<file path="src/rtl/ps2_morse_pkg.sv">
// Shared PS/2 byte constants and parser state type for the keyboard-to-Morse path.
package ps2_morse_pkg;

    localparam logic [7:0] PS2_BREAK  = 8'hF0;
    localparam logic [7:0] PS2_EXT    = 8'hE0;
    localparam logic [7:0] PS2_BAT_OK = 8'hAA;
    localparam logic [7:0] PS2_ACK    = 8'hFA;
    localparam logic [7:0] PS2_RESEND = 8'hFE;
    localparam logic [7:0] PS2_ECHO   = 8'hEE;
    localparam logic [7:0] PS2_ERR0   = 8'h00;
    localparam logic [7:0] PS2_ERR1   = 8'hFF;

    typedef enum logic [1:0] {
        IDLE      = 2'd0,
        BREAK     = 2'd1,
        EXT       = 2'd2,
        EXT_BREAK = 2'd3
    } parser_state_e;

    // Keyboard status/housekeeping bytes that never carry a key.
    function automatic logic is_housekeeping(input logic [7:0] b);
        return (b == PS2_BAT_OK) || (b == PS2_ACK) || (b == PS2_RESEND) ||
               (b == PS2_ECHO) || (b == PS2_ERR0) || (b == PS2_ERR1);
    endfunction

endpackage

</file>
<file path="src/rtl/ps2_key_fifo.sv">
// Show-ahead key FIFO with a registered head byte so the output holds when empty.
module ps2_key_fifo #(
    parameter int unsigned DEPTH_LOG2 = 3
) (
    input  logic                  clk,
    input  logic                  rst_n,
    input  logic                  flush_i,
    input  logic                  push_i,
    input  logic [7:0]            data_i,
    input  logic                  pop_i,
    output logic [7:0]            data_o,
    output logic                  valid_o,
    output logic [DEPTH_LOG2:0]   level_o,
    output logic                  full_c,
    output logic                  empty_c
);

    localparam int unsigned DEPTH = 1 << DEPTH_LOG2;
    localparam int unsigned PW    = DEPTH_LOG2;
    localparam int unsigned CW    = DEPTH_LOG2 + 1;

    logic [7:0]    mem_q [DEPTH];
    logic [PW-1:0] wr_ptr_q, wr_ptr_d;
    logic [PW-1:0] rd_ptr_q, rd_ptr_d;
    logic [CW-1:0] count_q, count_d;
    logic [7:0]    head_q, head_d;
    logic          valid_q, valid_d;
    logic          push_fire, pop_fire;

    assign full_c  = (count_q == CW'(DEPTH));
    assign empty_c = (count_q == '0);
    assign data_o  = head_q;
    assign valid_o = valid_q;
    assign level_o = count_q;

    // Next pointers, occupancy and head byte; flush wins over push/pop.
    always_comb begin
        pop_fire  = pop_i && !empty_c;
        push_fire = push_i && (!full_c || pop_fire);
        wr_ptr_d  = wr_ptr_q + PW'(push_fire);
        rd_ptr_d  = rd_ptr_q + PW'(pop_fire);
        count_d   = count_q + CW'(push_fire) - CW'(pop_fire);
        head_d    = head_q;
        if (count_d != '0) begin
            if (push_fire && (wr_ptr_q == rd_ptr_d)) begin
                head_d = data_i;
            end else begin
                head_d = mem_q[rd_ptr_d];
            end
        end
        valid_d = (count_d != '0);
        if (flush_i) begin
            pop_fire  = 1'b0;
            push_fire = 1'b0;
            wr_ptr_d  = '0;
            rd_ptr_d  = '0;
            count_d   = '0;
            head_d    = 8'h00;
            valid_d   = 1'b0;
        end
    end

    // Control state registers.
    always_ff @(posedge clk) begin
        if (!rst_n) begin
            wr_ptr_q <= '0;
            rd_ptr_q <= '0;
            count_q  <= '0;
            head_q   <= 8'h00;
            valid_q  <= 1'b0;
        end else begin
            wr_ptr_q <= wr_ptr_d;
            rd_ptr_q <= rd_ptr_d;
            count_q  <= count_d;
            head_q   <= head_d;
            valid_q  <= valid_d;
        end
    end

    // Storage array; contents are don't-care until written.
    always_ff @(posedge clk) begin
        if (rst_n && push_fire) begin
            mem_q[wr_ptr_q] <= data_i;
        end
    end

endmodule

</file>
<file path="src/rtl/ps2_keycode_scheduler.sv">
// Parses the PS/2 byte stream, filters repeats/housekeeping and queues make codes.
module ps2_keycode_scheduler
    import ps2_morse_pkg::*;
#(
    parameter int unsigned FIFO_DEPTH_LOG2 = 3,
    parameter bit          SUPPRESS_REPEAT = 1'b1
) (
    input  logic                     clk,
    input  logic                     rst_n,
    input  logic [7:0]               ps2_received_data,
    input  logic                     ps2_received_data_strb,
    input  logic                     flush,
    output logic [7:0]               key_code,
    output logic                     key_valid,
    input  logic                     key_ready,
    output logic [FIFO_DEPTH_LOG2:0] fifo_level,
    output logic                     overflow
);

    parser_state_e state_q, state_d;
    logic [7:0]    last_make_q, last_make_d;
    logic          overflow_q, overflow_d;
    logic          push;
    logic          pop;
    logic          fifo_full;
    logic          fifo_empty;

    assign overflow = overflow_q;
    assign pop      = key_ready && !fifo_empty;

    // Parser next state, push decision, held-key tracking and sticky overflow.
    always_comb begin
        state_d     = state_q;
        last_make_d = last_make_q;
        overflow_d  = overflow_q;
        push        = 1'b0;
        if (ps2_received_data_strb) begin
            unique case (state_q)
                IDLE: begin
                    if (ps2_received_data == PS2_BREAK) begin
                        state_d = BREAK;
                    end else if (ps2_received_data == PS2_EXT) begin
                        state_d = EXT;
                    end else if (is_housekeeping(ps2_received_data)) begin
                        state_d = IDLE;
                    end else if (SUPPRESS_REPEAT && (ps2_received_data == last_make_q)) begin
                        state_d = IDLE;
                    end else begin
                        push        = 1'b1;
                        last_make_d = ps2_received_data;
                    end
                end
                BREAK: begin
                    state_d = IDLE;
                    if (ps2_received_data == last_make_q) begin
                        last_make_d = 8'h00;
                    end
                end
                EXT: begin
                    state_d = (ps2_received_data == PS2_BREAK) ? EXT_BREAK : IDLE;
                end
                EXT_BREAK: begin
                    state_d = IDLE;
                end
                default: begin
                    state_d = IDLE;
                end
            endcase
        end
        if (push && fifo_full && !pop) begin
            overflow_d = 1'b1;
        end
        if (flush) begin
            state_d     = IDLE;
            last_make_d = 8'h00;
            overflow_d  = 1'b0;
            push        = 1'b0;
        end
    end

    // Parser, held-key and overflow registers.
    always_ff @(posedge clk) begin
        if (!rst_n) begin
            state_q     <= IDLE;
            last_make_q <= 8'h00;
            overflow_q  <= 1'b0;
        end else begin
            state_q     <= state_d;
            last_make_q <= last_make_d;
            overflow_q  <= overflow_d;
        end
    end

    ps2_key_fifo #(
        .DEPTH_LOG2 (FIFO_DEPTH_LOG2)
    ) u_fifo (
        .clk     (clk),
        .rst_n   (rst_n),
        .flush_i (flush),
        .push_i  (push),
        .data_i  (ps2_received_data),
        .pop_i   (pop),
        .data_o  (key_code),
        .valid_o (key_valid),
        .level_o (fifo_level),
        .full_c  (fifo_full),
        .empty_c (fifo_empty)
    );

endmodule

</file>
<file path="config.mk">
export PLATFORM = sky130hd
export DESIGN_NAME = ps2_keycode_scheduler
export DESIGN_NICKNAME = d
export VERILOG_FILES = /design/src/rtl/ps2_morse_pkg.sv /design/src/rtl/ps2_key_fifo.sv /design/src/rtl/ps2_keycode_scheduler.sv
export SDC_FILE = /design/constraint.sdc
export NUM_CORES = 1
export LEC_CHECK = 0
export CAP_MARGIN = 20
export CORE_MARGIN = 2
export CORE_UTILIZATION = 58
export CTS_CLUSTER_DIAMETER = 200
export DETAILED_ROUTE_END_ITERATION = 10
export PLACE_DENSITY_LB_ADDON = 0.12
export SLEW_MARGIN = 5
export SYNTH_ARGS = -nofsm -noshare
export SYNTH_HDL_FRONTEND = slang
export SYNTH_SLANG_ARGS = --single-unit
</file>
<file path="constraint.sdc">
create_clock -name clk -period 3.99 [get_ports clk]
set_input_delay 0.798 -clock clk [delete_from_list [all_inputs] [get_ports clk]]
set_output_delay 0.798 -clock clk [all_outputs]
set_load 0.005 [all_outputs]
</file>
======== After elaboration in Yosys (flattened, before gate mapping) ========
Memory sizes are Yosys's and may differ from the RTL's. A register that Yosys moved wholly into a read port is not among the register bits.
Index checks and enable logic that the tools add are counted.
W data, S select, Z words.
storage, ports and cells
  logic and storage cells ................. 77
  output and inout bits ................... 14
  input port bits ......................... 13
  bits in writable memories ............... 64
  register bits after elaboration ......... 22
  memories kept ........................... 1
memories
  memory        depth  width  rd ports  clocked after Yosys merged registers in  write ports  line                text
  u_fifo.mem_q  8      8      1         1                                        1            ps2_key_fifo.sv:22  logic [7:0] mem_q [DEPTH];
operators by class
  equality and inequality tests ........... 18
  $add $sub $neg .......................... 4
  bitwise logic cells ..................... 1
  reduce and logical (&&, ||, !) cells .... 24
  multiplexer cells ....................... 22
operator list
  cell                  count
  $eq A8 B8 Y1 const B  7
  $mux W8               5
  $pmux W8 S2           1
  $mux W1               10
  $mux W2               5
  $ne A2 B2 Y1 const B  5
  $eq A8 B8 Y1          1
  $logic_not A8 Y1      1
  $reduce_and A7 Y1     1
  $add A3 B1 Y3         2
  $logic_and A1 B1 Y1   6
  $logic_or A1 B1 Y1    6
  $pmux W2 S3           1
  $ne A5 B5 Y1 const B  1
  $add A4 B1 Y4         1
  $eq A2 B2 Y1 const B  2
  $eq A4 B4 Y1 const B  1
  $logic_not A4 Y1      1
  $reduce_bool A4 Y1    1
  $reduce_or A2 Y1      2
  $sub A4 B1 Y4         1
  $logic_not A1 Y1      3
  $eq A2 B1 Y1 const B  1
  $logic_not A2 Y1      1
  other kinds (3)       3

======== Longest topological paths before layout ========
Gate-level depths: netlist of the first run.
  depth in word-level cells ............... 17
  depth in mapped cells ................... 16
  mapped depth without buffers ............ 12

======== Hierarchy ========
Synthesis of the first run repeated with hierarchy kept, for this count alone.
second synthesis, totals
  cells, all modules ...................... 291
  area total of the unflattened synthesis .. 4,150.2 um^2
by module, submodules not included
  module                 area each (um^2)  sequential area each (um^2)  times used  cells each
  ps2_key_fifo           3,477.1           2,302.2                      1           209
  ps2_keycode_scheduler  673.1             220.2                        1           82

======== Least setup slack after synthesis of the first run ========
No wires, ideal clock.
  kind .................................... input port to flip-flop
  from .................................... input ps2_received_data[4]
  to ...................................... register u_fifo.head_q[7] (netlist: u_fifo.data_o[7]), read port of u_fifo.mem_q
  arrival ................................. 3,608 ps
  cell stages on the path ................. 16
  required time ........................... 3,873 ps
  library setup time ...................... 117 ps
  path slack .............................. 265 ps
  cell sequence ........................... buf_2 -> nor4_1 -> a31oi_1 -> a21oi_1 -> or3_1 -> buf_2 -> buf_2 -> nor3_1 -> ha_1 -> inv_1 -> fa_1 -> xor2_1 -> nand4b_1 -> and2_1 -> clkbuf_1 -> a32o_1
on the way
  cells in the longest elaborated chain, start to end .. 16
  elaborated cells between the ends (all ways) .. 25
ends and longest elaborated chain
  item                              line                         text
  from (decl)                       ps2_keycode_scheduler.sv:10  input logic [7:0] ps2_received_data,
  $eq A8 B8 Y1                      ps2_morse_pkg.sv:22          return (b == PS2_BAT_OK) || (b == PS2_ACK) || (b == PS2_RESEND) ||
  $logic_or A1 B1 Y1 (3 in series)  ps2_morse_pkg.sv:22
  $logic_or A1 B1 Y1 (2 in series)  ps2_morse_pkg.sv:23          (b == PS2_ECHO) || (b == PS2_ERR0) || (b == PS2_ERR1);
  $mux W1                           ps2_keycode_scheduler.sv:44  end else if (is_housekeeping(ps2_received_data)) begin
  $mux W1                           ps2_keycode_scheduler.sv:42  end else if (ps2_received_data == PS2_EXT) begin
  $mux W1 (*)                       ps2_keycode_scheduler.sv:40  if (ps2_received_data == PS2_BREAK) begin
  $mux W1 (*)                       ps2_keycode_scheduler.sv:38  unique case (state_q)
  $mux W1 (*)                       ps2_keycode_scheduler.sv:37  if (ps2_received_data_strb) begin
  $mux W1 (*)                       ps2_keycode_scheduler.sv:73  if (flush) begin
  $logic_and A1 B1 Y1 (*)           ps2_key_fifo.sv:39           push_fire = push_i && (!full_c || pop_fire);
  $add A4 B1 Y4 (*)                 ps2_key_fifo.sv:42           count_d = count_q + CW'(push_fire) - CW'(pop_fire);
  $sub A4 B1 Y4 (*)                 ps2_key_fifo.sv:42
  $reduce_bool A4 Y1 (*)            ps2_key_fifo.sv:44           if (count_d != '0) begin
  to (decl)                         ps2_key_fifo.sv:26           logic [7:0] head_q, head_d;
Mark *: on every way between the ends. The rest lies on a longest branch, timed or not.
A chain may end at the register's enable or synchronous reset.

======== Worst setup path in the final report of the first run ========
  from .................................... input ps2_received_data[1]
  to ...................................... register u_fifo.head_q[7] (netlist: u_fifo.data_o[7]), read port of u_fifo.mem_q
The elaborated chain is that of the path after synthesis.

==> results.toml, run 1 <==
[run_status]
run_status = "completed"

[layout]
drive_gt1_share_pct = 20.1
final_cell_area_sq_um = 4780
syn_to_final_growth_pct = 18.5
fill_cells = 481
final_cells = 433
nNetsFinal = 372
fin_util_pct = 70.7
diodes = 0

[yosys]
netlist.area_leader.share_pct = 47.6
yosys.area.top_type = "edfxtp_1"
yosysSeqAreaShare_pct = 62.5
syn_area_sq_um = 4030
ys.flop_type = "edfxtp_1"
synth_compound_area_share_pct = 6.05
synthXorXnorAreaFrac_pct = 3.47
yosys.area_share.adder_pct = 3.60
yosys_warnings = 0
synthMuxAreaShare_pct = 8.93
synth_cell_types = 41
synth-seq-cells = 94
synth_top_family_by_area = "simple AND/OR/NAND/NOR gates"
synth_edf_count = 64
synth_area_leaders = "edfxtp_1, dfxtp_1, mux4_2"
async_flop_share_pct = 0
synth_fp_nets = 319
syn_inst = 295
avgSynthCellArea_sq_um = 13.7
synthSimpleGateAreaFrac_pct = 12.3

[global_route]
grt_max_degree = 27
grt_pass1_wl_microns = 13400
grt_pass1_vias = 2606
overflow = 0
track_usage_pct = 24.3
antenna_found_initial = 0

[setup_path]
cp_max_fo = 9
critPathLaunchType = "input port"
crit_path_end_kind = "flop"
cp.required_ns = 4.25
crit_arrival_ns = 3.94
crit_type = "input port to flop"

[job]
maxCapViolCount = 0

[drt]
wl_met3_microns = 400
ant_nets = 0
wire_per_inst_microns = 19.7
wl_microns = 8540
routed.top_layer = "met4"
met1_length_microns = 3720
wl_met2_microns = 4250
remaining_drc_errors = 0
drtPass1Iterations = 4
viasPerCell = 6.07
drt_iter0_drc = 205
vias = 2627

[timing]
whs_ns = 0.487
slew_violations = 0
fmax_mhz = 272
layout_setup_ws_ns = 0.308
tightestPinTransition_ns = 0.978
finalCritPeriodShare_pct = 92.3
slew_headroom_pct = 34.3
setup_viol = 0
skew_ns = 0.00962
rsz0062_at_grt = "false"
min_period_ns = 3.68
hold_viol_final = 0

[cts]
clk_latency_ns = 0.36
clockRootBuffer = "clkbuf_8"
cts_made_buffers = 9
cts_setup_buffers = 0
hold_buffers = 0
htreeDepth = 3
cts_tree = "done"
clk_pin_slew_worst_paths_ns = 0.09
cts_sinks = 94
clock_path_buffers = 2
post_cts_resized = 0

[pwr]
vdd_drop_max_v = 0.000380
total_leakage_power_nw = 1.65
power_density_nw_per_um2 = 555

[place]
gp_congestion = 0.867
io_buffers = 26
pre_cts_ws_ns = -0.208
dpl.hpwl_microns = 6120
place_inst = 417
place_area_sq_um = 4570

[floorplanning]
initial_core_util_pct = 59.7
io-pin-count = 27
die_w_microns = 87.4
core_area_sq_um = 6760
die-area_sq_um = 7640
die_y_microns = 87.4
std_cell_rows = 30

[min_path]
hp-class = "flop to flop"
critical path: stages:
cell and delay [ns]:
clkdlybuf4s50_1 0.57, or4_1 0.60, o22ai_1 0.22, or3_1 0.18, nor3_2 0.06, ha_1 0.22, a21o_1 0.16, a21oi_1 0.18
xnor2_1 0.19, nand4b_1 0.18, and2_2 0.31, a32o_1 0.26
where the power goes:
group	internal [mW]	leakage [nW]	switching, mW
Combinational	0.468	0.733	0.415
Clock	0.291	0.0996	0.333
Sequential	1.11	0.820	0.0407
Total	1.87	1.65	0.788
through the flow:
stage | setup TNS [ns] | total power, mW
finish | 0 | 2.65
floorplan | 0 | 1.70
global placement | -1.30 | 2.03
CTS | 0 | 2.67
global route | 0 | 2.79
detailed placement | -1.58 | 2.05
registers in the layout, summed over array words and instances, names as in the netlist:
name	flops
state_q	2
u_fifo.wr_ptr_q	3
u_fifo.mem_q	64
overflow	1
u_fifo.level_o	4
u_fifo.data_o	8
u_fifo.rd_ptr_q	3
u_fifo.valid_o	1
last_make_q	8
cell families (layout without fill, tap and decap cells):
| logic type | after synthesis | after routing |
|---|---|---|
| AOI/OAI and AO/OA | 36 | 36 |
| xor gates and xnor gates | 16 | 16 |
| adders and majority gates | 11 | 11 |
| buffers and inverters | 29 | 87 |
| DFF | 94 | 94 |
| muxes | 16 | 16 |
| and+or+nand+nor | 93 | 93 |
layout make-up:
cell class	instances	area [sq um]	share of cell area (%)
Clock buffer	9	124	2.59
Clock inverter	7	73.8	1.54
Inverter	10	37.5	0.786
Multi-Input combinational cell	172	1390	29.1
Sequential cell	94	2520	52.8
Tap cell	80	100	2.09
Timing Repair Buffer	61	528	11.1
final timing paths:
kind,from,endpoint,slack (ns),cells after the start
max,ps2_received_data[1],u_fifo.data_o[7]$_SDFFE_PP0P_,0.31,12
min,last_make_q[1]$_SDFFE_PP0P_,last_make_q[1]$_SDFFE_PP0P_,0.49,2
max reg2reg,u_fifo.level_o[2]$_SDFF_PP0_,u_fifo.data_o[4]$_SDFFE_PP0P_,0.91,10
min reg2reg,last_make_q[1]$_SDFFE_PP0P_,last_make_q[1]$_SDFFE_PP0P_,0.49,2
synthesized netlist by cell type, types with 2 or more instances:
cell type and n:
edfxtp_1 64, nand4_1 3, nand2b_1 3, buf_2 8, a31oi_1 2, a21oi_1 12, mux4_2 16, nand3_1 19
or4_1 3, nor2_1 28, dfxtp_1 30, a32o_1 8, nor3_1 5, nor4_1 6, and3_1 3, inv_1 9
and2_1 6, xor2_1 4, xnor2_1 12, ha_1 10, or3_1 10, o22ai_1 9, clkbuf_1 6, buf_1 2
metal layers:
layer,up-vias,global-route usage [%]
met5,-,0
met3,15,4.36
met1,1305,32.3
met4,0,10.3
met2,75,39.4
li1,1232,-
placed cells by master (no fill, tap or decap), types with 10 or more instances in the layout:
cell type / synthesis / routed
or3_1: 10 / 10
clkdlybuf4s50_1: 0 / 24
buf_4: 1 / 35
a21oi_1: 12 / 12
dfxtp_1: 30 / 30
xnor2_1: 12 / 12
nand3_1: 19 / 19
ha_1: 10 / 10
mux4_2: 16 / 16
nor2_1: 28 / 27
edfxtp_1: 64 / 64
(Power assumes the default switching activity.)
==> run 2: changes to the inputs <==
--- a/config.mk
+++ b/config.mk
@@ -6,9 +6,10 @@
 export NUM_CORES = 1
 export LEC_CHECK = 0
 export CAP_MARGIN = 20
-export CORE_MARGIN = 2
+export CORE_MARGIN = 4
 export CORE_UTILIZATION = 58
 export CTS_CLUSTER_DIAMETER = 200
+export CTS_CLUSTER_SIZE = 20
 export DETAILED_ROUTE_END_ITERATION = 10
 export PLACE_DENSITY_LB_ADDON = 0.12
 export SLEW_MARGIN = 5
==> run 2 against run 1 <==
Net effect:
- first-iteration DRC count fell by 43%
- register-to-register slack improved by 0.03 ns
- final area fell by 0.39%
- global-route usage fell by 2.6 points
- via count fell by 1.3%
- routed wire length fell by 1.7%
- utilization fell by 0.28 points
- maximum frequency fell by 2.4%
- clock-buffer cell count did not move
- worst hold slack got worse by 0.0043 ns
- largest power group unchanged
==> results.toml, run 2 (synthesis results as in run 1) <==
[run_status]
run_status = "completed"

[drt]
drt_iter0_drc = 117
wire_per_inst_microns = 19.4
remaining_drc_errors = 0
viasPerCell = 6.00
ant_nets = 0
drtPass1Iterations = 4
vias = 2594
wl_microns = 8390

[timing]
skew_ns = 0.00844
slew_violations = 0
fmax_mhz = 265
finalCritPeriodShare_pct = 94.5
hold_viol_final = 0
slew_headroom_pct = 29.5
whs_ns = 0.483
setup_viol = 0
min_period_ns = 3.77
tightestPinTransition_ns = 1.05
rsz0062_at_grt = "false"

[global_route]
track_usage_pct = 21.6
grt_pass1_wl_microns = 13700
grt_max_degree = 27
antenna_found_initial = 0
overflow = 0
grt_pass1_vias = 2571

[layout]
final_common_cell = "edfxtp_1"
largest_reg_flops = 64
final_cell_area_sq_um = 4760
drive_gt1_share_pct = 19.3
final_cell_mix = "edfxtp_1, buf_4, dfxtp_1"
diodes = 0
largest-register = "u_fifo.mem_q"
fill_cells = 488
nNetsFinal = 371
syn_to_final_growth_pct = 18.0

[place]
place_area_sq_um = 4560
gp_congestion = 0.882
io_buffers = 26
dpl.hpwl_microns = 5960

[setup_path]
critPathLaunchType = "input port"
crit_arrival_ns = 4.02
r2r_setup_slack_ns = 0.94
crit_type = "input port to flop"
slowest_stage = "clkdlybuf4s50_1"
cp.required_ns = 4.24
r2r_end = "u_fifo.data_o[7]$_SDFFE_PP0P_"
r2r_cells = 12
slowest_delay_ns = 0.61
crit_path_end_kind = "flop"
cp_max_fo = 9
r2r_start = "last_make_q[5]$_SDFFE_PP0P_"
crit_path_cell_trace = "clkdlybuf4s50_1 -> nor4_1 -> a31oi_1 -> a21oi_1 -> or3_1 -> nor3_1 -> ha_1 -> inv_1 -> fa_1 -> xor2_1 -> nand4b_1 -> and2_2 -> a32o_1"

[cts]
cts_made_buffers = 9
cts_sinks = 94
cts_setup_buffers = 0
clk_latency_ns = 0.35
clockRootBuffer = "clkbuf_8"
clock_path_buffers = 2
clk_pin_slew_worst_paths_ns = 0.09
htreeDepth = 3
cts_tree = "done"

[min_path]
hp-class = "flop to flop"
min_from = "last_make_q[5]$_SDFFE_PP0P_"
hold_end = "last_make_q[5]$_SDFFE_PP0P_"
hold_path_depth = 2

[pwr]
power_density_nw_per_um2 = 553
netSwitchingFraction_pct = 29.2
seq_power_share_pct = 43.6
total_leakage_power_nw = 1.63
p_switching_uw = 769
internal_power_mw = 1.86
p_comb_share_pct = 33.0
clkPwrFrac_pct = 23.4
vdd_drop_max_v = 0.000390

[floorplanning]
initial_core_util_pct = 59.7
die_y_microns = 91.4
io-pin-count = 27
die-area_sq_um = 8350
die_w_microns = 91.4
std_cell_rows = 30
core_area_sq_um = 6760

[job]
maxCapViolCount = 0
## run 2: worst max path at each step
stage / startpoint / end
2_1_floorplan: ps2_received_data[4] / u_fifo.data_o[7]$_SDFFE_PP0P_
3_3_place_gp: ps2_received_data[4] / u_fifo.data_o[3]$_SDFFE_PP0P_
3_5_place_dp: ps2_received_data[0] / u_fifo.data_o[1]$_SDFFE_PP0P_
4_1_cts: ps2_received_data[0] / u_fifo.data_o[1]$_SDFFE_PP0P_
5_1_grt: ps2_received_data[0] / u_fifo.data_o[7]$_SDFFE_PP0P_
6_report: ps2_received_data[0] / u_fifo.data_o[7]$_SDFFE_PP0P_
## run 2: area by class of cell
| cell class | instances | area, sq um | share of cell area, % |
|---|---|---|---|
| multi-input cells | 172 | 1390 | 29.2 |
| inverters | 10 | 37.5 | 0.789 |
| well taps | 80 | 100 | 2.10 |
| flip-flops and latches | 94 | 2520 | 53.0 |
| clock inverters | 7 | 72.6 | 1.52 |
| repair buffers | 60 | 515 | 10.8 |
| clock buffers | 9 | 124 | 2.60 |
## run 2: repair_timing
item | CTS | global route
hold buffers | 0 | 0
setup endpoints to repair | 0 | 8
resized for setup | 0 | 2
## run 2: metal layers
metal	global-route usage (%)	routed length, microns
met5	0	0
met4	7.79	114
met3	2.82	469
met2	35.1	4270
met1	30.0	3540
## run 2: through the flow
stage / setup slack (ns) / TNS [ns] / instances / utilization (%) / power (mW)
after global routing: 0.0142 / 0 / 432 / 70.4 / 2.79
final: 0.219 / 0 / 432 / 70.4 / 2.63
after detailed placement: -0.204 / -1.49 / 416 / 67.5 / 2.04
after floorplan: 0.265 / 0 / 295 / - / 1.70
after CTS: 0.155 / 0 / 432 / 70.4 / 2.65
after global placement: -0.0733 / -0.568 / 416 / 67.5 / 2.03
## run 2: critical path: cells and delay by family
family | cells | cell delay [ns]
xor gates and xnor gates | 1 | 0.23
adders and majority gates | 2 | 0.59
AOI/OAI and AO/OA | 3 | 0.51
and+or+nand+nor | 5 | 1.23
buffers and inverters | 2 | 0.66
## run 2: power by group through the flow
stage          sequential [mW]  combinational (mW)  clock, mW
2_1_floorplan             1.17               0.528          0
3_3_place_gp              1.17               0.861          0
3_5_place_dp              1.17               0.868          0
4_1_cts                   1.15               0.871      0.630
5_1_grt                   1.16               0.961      0.678
6_report                  1.15               0.867      0.616
==> run 3: changes to the inputs <==
--- a/config.mk
+++ b/config.mk
@@ -8,7 +8,7 @@
 export CAP_MARGIN = 20
 export CORE_MARGIN = 4
 export CORE_UTILIZATION = 58
-export CTS_CLUSTER_DIAMETER = 200
+export CTS_CLUSTER_DIAMETER = 30
 export CTS_CLUSTER_SIZE = 20
 export DETAILED_ROUTE_END_ITERATION = 10
 export PLACE_DENSITY_LB_ADDON = 0.12
==> results of run 3 <==
Same layout as run 2: the final DEF is identical, and so are final timing and power.
